===== src/rtl/mips_cpu_divider_param.sv =====
// Multi-cycle restoring divider for MIPS DIV/DIVU; quotient feeds LO, remainder feeds HI.
// Fixed latency: WIDTH+2 edges after acceptance, or 1 edge on divide-by-zero.
module mips_cpu_divider_param #(
   parameter int unsigned WIDTH = 32
) (
   input  logic             clk,
   input  logic             reset,
   input  logic             start,
   input  logic             is_signed,
   input  logic [WIDTH-1:0] Dividend,
   input  logic [WIDTH-1:0] Divisor,
   output logic [WIDTH-1:0] Quotient,
   output logic [WIDTH-1:0] Remainder,
   output logic             busy,
   output logic             done,
   output logic             dbz,
   output logic             ovf
);

   localparam int unsigned W     = WIDTH;
   localparam int unsigned W1    = WIDTH + 1;
   localparam int unsigned CNT_W = $clog2(WIDTH);

   localparam logic [1:0] S_IDLE = 2'd0;
   localparam logic [1:0] S_CALC = 2'd1;
   localparam logic [1:0] S_FIX  = 2'd2;
   localparam logic [1:0] S_DONE = 2'd3;

   localparam logic [W-1:0] MOST_NEG = {1'b1, {(W-1){1'b0}}};

   logic [1:0]       state;
   logic [1:0]       state_n;
   logic [W1-1:0]    acc;
   logic [W1-1:0]    shifted;
   logic [W-1:0]     q;
   logic [W-1:0]     dvs;
   logic [W-1:0]     dvd_mag;
   logic [W-1:0]     dvs_mag;
   logic [CNT_W-1:0] cnt;
   logic             sign_q;
   logic             sign_r;
   logic             ovf_p;
   logic             dbz_p;
   logic             accept;
   logic             last;
   logic             div_zero;

   // Operand magnitudes; the most-negative value maps to 2^(W-1) as unsigned.
   always_comb begin
      dvd_mag  = (is_signed && Dividend[W-1]) ? W'(-Dividend) : Dividend;
      dvs_mag  = (is_signed && Divisor[W-1])  ? W'(-Divisor)  : Divisor;
      div_zero = (Divisor == '0);
      accept   = start && !busy;
      last     = (cnt == CNT_W'(W - 1));
      shifted  = W1'({acc, q[W-1]});
   end

   always_ff @(posedge clk or negedge reset) begin
      if (!reset) state <= S_IDLE;
      else        state <= state_n;
   end

   always_comb begin
      state_n = state;
      case (state)
         S_IDLE, S_DONE: if (accept) state_n = div_zero ? S_DONE : S_CALC;
         S_CALC:         if (last) state_n = S_FIX;
         S_FIX:          state_n = S_DONE;
         default:        state_n = S_IDLE;
      endcase
   end

   // Datapath and registered outputs; results are published only on the DONE edge.
   always_ff @(posedge clk or negedge reset) begin
      if (!reset) begin
         Quotient  <= '0;
         Remainder <= '0;
         busy      <= 1'b0;
         done      <= 1'b0;
         dbz       <= 1'b0;
         ovf       <= 1'b0;
         acc       <= '0;
         q         <= '0;
         dvs       <= '0;
         cnt       <= '0;
         sign_q    <= 1'b0;
         sign_r    <= 1'b0;
         ovf_p     <= 1'b0;
         dbz_p     <= 1'b0;
      end else begin
         busy <= (state_n == S_CALC) || (state_n == S_FIX);
         case (state)
            S_IDLE, S_DONE: begin
               if (accept) begin
                  done   <= 1'b0;
                  dbz    <= 1'b0;
                  ovf    <= 1'b0;
                  sign_q <= is_signed & (Dividend[W-1] ^ Divisor[W-1]);
                  sign_r <= is_signed & Dividend[W-1];
                  ovf_p  <= is_signed && (Dividend == MOST_NEG) && (Divisor == '1);
                  dbz_p  <= div_zero;
                  acc    <= '0;
                  q      <= div_zero ? '0 : dvd_mag;
                  dvs    <= dvs_mag;
                  cnt    <= '0;
               end else if (state == S_DONE && !done) begin
                  done      <= 1'b1;
                  dbz       <= dbz_p;
                  ovf       <= ovf_p;
                  Quotient  <= q;
                  Remainder <= acc[W-1:0];
               end
            end
            S_CALC: begin
               if (shifted >= W1'(dvs)) begin
                  acc <= shifted - W1'(dvs);
                  q   <= {q[W-2:0], 1'b1};
               end else begin
                  acc <= shifted;
                  q   <= {q[W-2:0], 1'b0};
               end
               cnt <= cnt + 1'b1;
            end
            S_FIX: begin
               q   <= sign_q ? W'(-q) : q;
               acc <= sign_r ? W1'(-acc) : acc;
            end
            default: ;
         endcase
      end
   end

endmodule

===== config.mk =====
export PLATFORM = sky130hd
export DESIGN_NAME = mips_cpu_divider_param
export DESIGN_NICKNAME = d
export VERILOG_FILES = /design/src/rtl/mips_cpu_divider_param.sv
export SDC_FILE = /design/constraint.sdc
export NUM_CORES = 1
export LEC_CHECK = 0
export CORE_ASPECT_RATIO = 1.5
export CORE_MARGIN = 2
export CORE_UTILIZATION = 40
export DETAILED_ROUTE_END_ITERATION = 16
export PLACE_DENSITY = 0.59
export SLEW_MARGIN = 10
export SYNTH_ARGS = -nofsm -noshare
export SYNTH_HDL_FRONTEND = slang
export SYNTH_SLANG_ARGS = --single-unit

===== constraint.sdc =====
create_clock -name clk -period 3.55 [get_ports clk]
set_input_delay 0.71 -clock clk [delete_from_list [all_inputs] [get_ports clk]]
set_output_delay 0.71 -clock clk [all_outputs]
set_load 0.01 [all_outputs]

==> results of run 1 <==
## sequential cells by signal, indices dropped and copies added (netlist names), 2 cells and up
register / cells
cnt: 5
state: 2
Quotient: 32
dvs: 32
acc: 32
q: 32
Remainder: 32
## per-stage QoR
stage / instance area (µm²) / util
after global placement: 13800 / 0.481
after CTS: 14400 / 0.500
after detailed placement: 13800 / 0.481
after floorplan: 11700 / -
final: 14400 / 0.500
after global routing: 14400 / 0.500
## cells by family after synthesis
logic type,Yosys count
compound gates,410
buf+inv,141
mux,14
flops,175
fa+ha+maj,43
xor+xnor,100
simple gates,580
## worst max-delay path by stage
stage	endpoint	cells past startpoint	slack (ns)	from
after floorplan	acc[31]	10	0.23	acc[0]
after global placement	q[20]	9	0.02	Dividend[5]
after detailed placement	q[20]	9	0.003	Dividend[5]
after CTS	acc[31]	9	0.15	acc[10]
after global routing	acc[29]	9	0.001	acc[10]
final	acc[29]	9	0.14	acc[10]
## cell type report
cell class                 count  area [µm²]  area share
clock inverter                14         120     0.00836
timing repair buffer         206        1940       0.135
sequential                   175        4380       0.305
tap                          390         488      0.0340
clock buffer                  18         429      0.0299
inverter                      58         218      0.0151
multi-input combinational   1147        6800       0.473
## power groups by stage
| stage | logic (µW) | registers (µW) | clock network (µW) |
|---|---|---|---|
| 2_1_floorplan | 4890 | 3440 | 0 |
| 3_3_place_gp | 7550 | 3480 | 0 |
| 3_5_place_dp | 7610 | 3490 | 0 |
| 4_1_cts | 7650 | 3460 | 1860 |
| 5_1_grt | 8490 | 3570 | 1940 |
| 6_report | 7640 | 3450 | 1810 |
## critical path, cell delays in order, from the launching register on
cell      delay [ns]
dfrtp_1         0.42
or4_2           0.70
or3_4           0.37
or3_4           0.39
or4_4           0.50
or3_4           0.38
nor3_2          0.14
nor3_1          0.07
a221oi_1        0.21
o21ai_1         0.11
## routing by layer
metal / track usage / part of all wire / vias up
met2: 0.441 / 0.51 / 342
met4: 0.114 / 0.043 / 0
met1: 0.290 / 0.40 / 5326
met5: 0 / 0 / -
li1: - / - / 5464
met3: 0.0393 / 0.051 / 85
## Yosys cell counts (10+ instances only)
library cell	instances
nor3_1	42
xor2_1	44
a221oi_1	15
a222oi_1	19
or3_1	10
nor4_1	15
inv_1	58
o31ai_1	19
nand4_1	16
nor2_1	96
a22oi_1	10
nand3_1	12
clkbuf_1	76
xnor2_1	56
mux2i_1	14
ha_1	42
nand2_1	315
nand2b_1	10
dfrtp_1	175
a21o_1	19
a21oi_1	73
o221ai_1	10
o21ai_0	173
==> flow_summary.toml, run 1 <==
[status]
outcome = "complete, no violations"

[critical_path]
arrival_ns = 3.74
cp-start-kind = "flop"
cp.required_ns = 3.88
timing.rr.start = "acc[10]"
r2r_cells = 9
critPathKind = "reg2reg"
path_max_fanout = 7
reg2reg_slack_ns = 0.14
end_kind = "flop"
r2r-end = "acc[29]"

[synth]
ys_warn_count = 0
yosys.area_share.simple = 0.224
yosysTopAreaCell = "dfrtp_1"
synth-main-ff-cell = "dfrtp_1"
ys_types = 74
synth_top_cell_area_share = 0.374
synth_area_leaders = "dfrtp_1 (37%), nand2_1 (10%), o21ai_0 (7.4%)"
ys_async_sr_fraction = 1.00
synth_compound_area_frac = 0.221
syn_nets = 1574
syn-cell-area_um2 = 11700
synthMuxAreaShare = 0.0120
synth_top_family_by_area = "simple AND/OR/NAND/NOR gates"
syn_inst = 1463
ys_ff_latch = 175
ys_seq_area_frac = 0.374
syn_avg_cell_area_um2 = 8.00
synth_adder_area_share = 0.0466
synth_xor_area_frac = 0.0749
synth-edff-count = 0

[sta]
fin_crit_ns = 3.41
layout_setup_ws_ns = 0.141
rsz0062_at_grt = "true"
holdWs_ns = 0.247
hold_viol = 0
setup_total_negative_slack_ns = 0
period_share = 0.960
maxSlewHeadroom = 0.240
final_max_slew_viol_count = 0
timing.fmax_mhz = 293
worst_slew_pin_slew_ns = 1.14
final.setup_skew_ns = 0.00571
setup_viol = 0

[placed_design]
portBuffers = 135
pre_cts_slack_ns = 0.00258
hpwlAfterDp_um = 27700
gp_congestion = 0.942
dp.cells = 1976

[detailed_routing]
wl_per_cell_um = 18.3
first_pass_iters = 7
finalWirelength_um = 36600
vias = 11200
antenna_left = 0
vias_per_cell = 5.59
first_iter_violations = 661
drc = 0

[pwr]
netSwitchingFraction = 0.464
power_density_nw_per_um2 = 898
comb_power_share = 0.592
p_leak_uw = 0.00638
clkPwrFrac = 0.140
total_power_uw = 12900
intPower_uw = 6920
p_sw_uw = 5980
ir_drop_v = 0.000483
sequentialPowerShare = 0.267

[run]
drv_cap = 0

[floorplanning]
dieArea_um2 = 30700
rows = 76
fp.dieH_um = 213
initial_utilization = 0.407
core_area_um2 = 28700
num_io_pins = 136
die_w_um = 144

[cts]
cts_made_buffers = 17
postCtsHoldBufs = 0
cts_tree = "done"
cts.sinks = 175
cts_setup_buffers = 0
post_cts_resized = 0
cts_max_level = 4
clockBufferDepth = 2
cts-root-buf = "clkbuf_16"
clk_latency_ns = 0.45
cts.clk_slew.worst_paths_ns = 0.07

[global_routing]
grt_antenna_before_repair = 0
grt_max_degree = 70
grt_remaining_overflow = 0
grt_pass1_wl_um = 59200
grt_usage = 0.247
grt_pass1_vias = 11100

[layout]
mostFrequentLayoutCell = "nand2_1"
nNetsFinal = 1716
drive_gt1_frac = 0.0816
fillers = 2868
diodes = 0
final_cell_mix = "nand2_1 (313), dfrtp_1 (175), o21ai_0 (173)"
instances_no_fill = 2008
syn2layout_area_growth_pct = 22.9

[hold_path]
hold_path.class = "in2async"
Power figures use the tool's default switching activity.
==> inputs of run 2 (changes only) <==
--- a/config.mk
+++ b/config.mk
@@ -8,6 +8,7 @@
 export CORE_ASPECT_RATIO = 1.5
 export CORE_MARGIN = 2
 export CORE_UTILIZATION = 40
+export CTS_CLUSTER_SIZE = 24
 export DETAILED_ROUTE_END_ITERATION = 16
 export PLACE_DENSITY = 0.59
 export SLEW_MARGIN = 10
==> results of run 2 <==
Same layout as run 1: the final DEF is identical, and so are final timing and power.
==> inputs of run 3 (changes only) <==
--- a/config.mk
+++ b/config.mk
@@ -10,7 +10,7 @@
 export CORE_UTILIZATION = 40
 export CTS_CLUSTER_SIZE = 24
 export DETAILED_ROUTE_END_ITERATION = 16
-export PLACE_DENSITY = 0.59
+export PLACE_DENSITY = 0.56
 export SLEW_MARGIN = 10
 export SYNTH_ARGS = -nofsm -noshare
 export SYNTH_HDL_FRONTEND = slang
==> constraint.sdc (replaced) <==
create_clock -name clk -period 3.6 [get_ports clk]
set_input_delay 0.72 -clock clk [delete_from_list [all_inputs] [get_ports clk]]
set_output_delay 0.72 -clock clk [all_outputs]
set_load 0.01 [all_outputs]
==> run 3 against run 2 <==
Register-to-register slack hardly changed. Final cell count is 0.60% lower. Worst setup slack better by 0.0077 ns. Largest power group unchanged. Maximum frequency is 1.2% lower. Design area is 0.43% lower. Via count is 0.88% lower. Utilization is 0.21 points lower. Routed wire length is 1.8% higher. Combinational power is 2% lower. Worst hold slack better by 0.078 ns. Die area stayed put. Sequential share of layout area is 0.13 points higher.
==> flow_summary.toml, run 3 (synthesis results as in run 1) <==
[critical_path]
reg2reg_slack_ns = 0.15
critPathKind = "reg2reg"
end_kind = "flop"
critPathMaxStageDelay_ns = 0.57
critPathBufInv = 0
path_max_fanout = 7
critical_path.top_delay_family = "simple AND/OR/NAND/NOR gates"
cpMaxStageDelayCell = "or4_4"
crit_top_cell = "or4_4"
crit_chain = "or4_4 > or4_4 > or3_4 > or4_4 > or3_4 > nor3_2 > nor3_1 > a221oi_2 > o21ai_1"
cp.required_ns = 3.92
cp-start-kind = "flop"
arrival_ns = 3.77

[sta]
period_share = 0.959
hold_viol = 0
setup_total_negative_slack_ns = 0
timing.fmax_mhz = 290
rsz0062_at_grt = "false"
final.setup_skew_ns = 0.00997
setup_viol = 0
fin_crit_ns = 3.45
worst_slew_pin_slew_ns = 1.01
maxSlewHeadroom = 0.327
holdWs_ns = 0.324
final_max_slew_viol_count = 0

[global_routing]
grt_pass1_wl_um = 59700
grt_max_degree = 78
grt_antenna_before_repair = 3
grt_pass1_vias = 11000
grt_usage = 0.251
grt_remaining_overflow = 0

[cts]
cts_made_buffers = 17
postCtsHoldBufs = 0
cts_tree = "done"
cts_setup_buffers = 0
cts-root-buf = "clkbuf_16"
cts.clk_slew.worst_paths_ns = 0.06
clk_latency_ns = 0.45
cts.sinks = 175
post_cts_resized = 0
clockBufferDepth = 2
cts_max_level = 4

[floorplanning]
rows = 76
fp.dieH_um = 213
initial_utilization = 0.407
core_area_um2 = 28700
dieArea_um2 = 30700
num_io_pins = 136
die_w_um = 144

[placed_design]
gp_congestion = 0.952
hpwlAfterDp_um = 27700
portBuffers = 135

[status]
outcome = "complete, no violations"

[layout]
drive_gt1_frac = 0.0736
fillers = 2869
nNetsFinal = 1703
final_cell_mix = "nand2_1 (313), dfrtp_1 (175), o21ai_0 (173)"
mostFrequentLayoutCell = "nand2_1"
syn2layout_area_growth_pct = 22.3

[detailed_routing]
vias = 11100
first_iter_violations = 805
antenna_left = 0
first_pass_iters = 5
finalWirelength_um = 37300
vias_per_cell = 5.57
wl_per_cell_um = 18.7
drc = 0

[pwr]
p_leak_uw = 0.00633
power_density_nw_per_um2 = 888
ir_drop_v = 0.000381

[run]
drv_cap = 0

[hold_path]
hold_path.class = "in2async"
## run 3: area by class of cell
class                           count  area [µm²]  share of cell area
Timing Repair Buffer              193        1870               0.130
Tap cell                          390         488              0.0341
Sequential cell                   175        4380               0.306
Multi-Input combinational cell   1147        6800               0.475
Clock inverter                     10        88.8             0.00621
Clock buffer                       21         470              0.0329
Antenna cell                        2        5.00            0.000350
Inverter                           58         218              0.0152
## run 3: worst paths after layout
path                            depth (start not counted)            to         start
max in group asynchronous                               2  Quotient[20]         reset
worst min register to register                          2  Remainder[9]  Remainder[9]
min in group clk                                        2  Remainder[9]  Remainder[9]
worst min-delay path                                    1  Remainder[3]         reset
worst max register to register                          9       acc[31]        acc[1]
worst max-delay path                                    9       acc[31]        acc[1]
## run 3: routing by layer
layer  up-vias  wire length (µm)  global-route usage  part of all wire
li1       5450                 -                   -                 -
met1      5232             14800               0.289              0.40
met2       332             19400               0.451              0.52
met3       100              1680              0.0409             0.045
met4         4              1420               0.121             0.038
met5         -                20                   0           0.00054
## run 3: through the flow
stage	setup slack, ns	total power, µW	area [µm²]	std cells	util
after global routing	0.0119	13800	14300	1994	0.498
after CTS	0.146	12800	14300	1994	0.498
after global placement	0.0970	10800	13700	1963	0.479
final	0.149	12700	14300	1996	0.498
after floorplan	0.282	8210	11700	1463	-
after detailed placement	0.0397	10900	13700	1963	0.479
## run 3: where the power goes
| group | internal (µW) | leakage [µW] | switching [µW] |
|---|---|---|---|
| sequential | 2730 | 0.00229 | 686 |
| combinational | 3100 | 0.00377 | 4370 |
| clock | 998 | 0.000267 | 828 |
| total | 6830 | 0.00633 | 5880 |
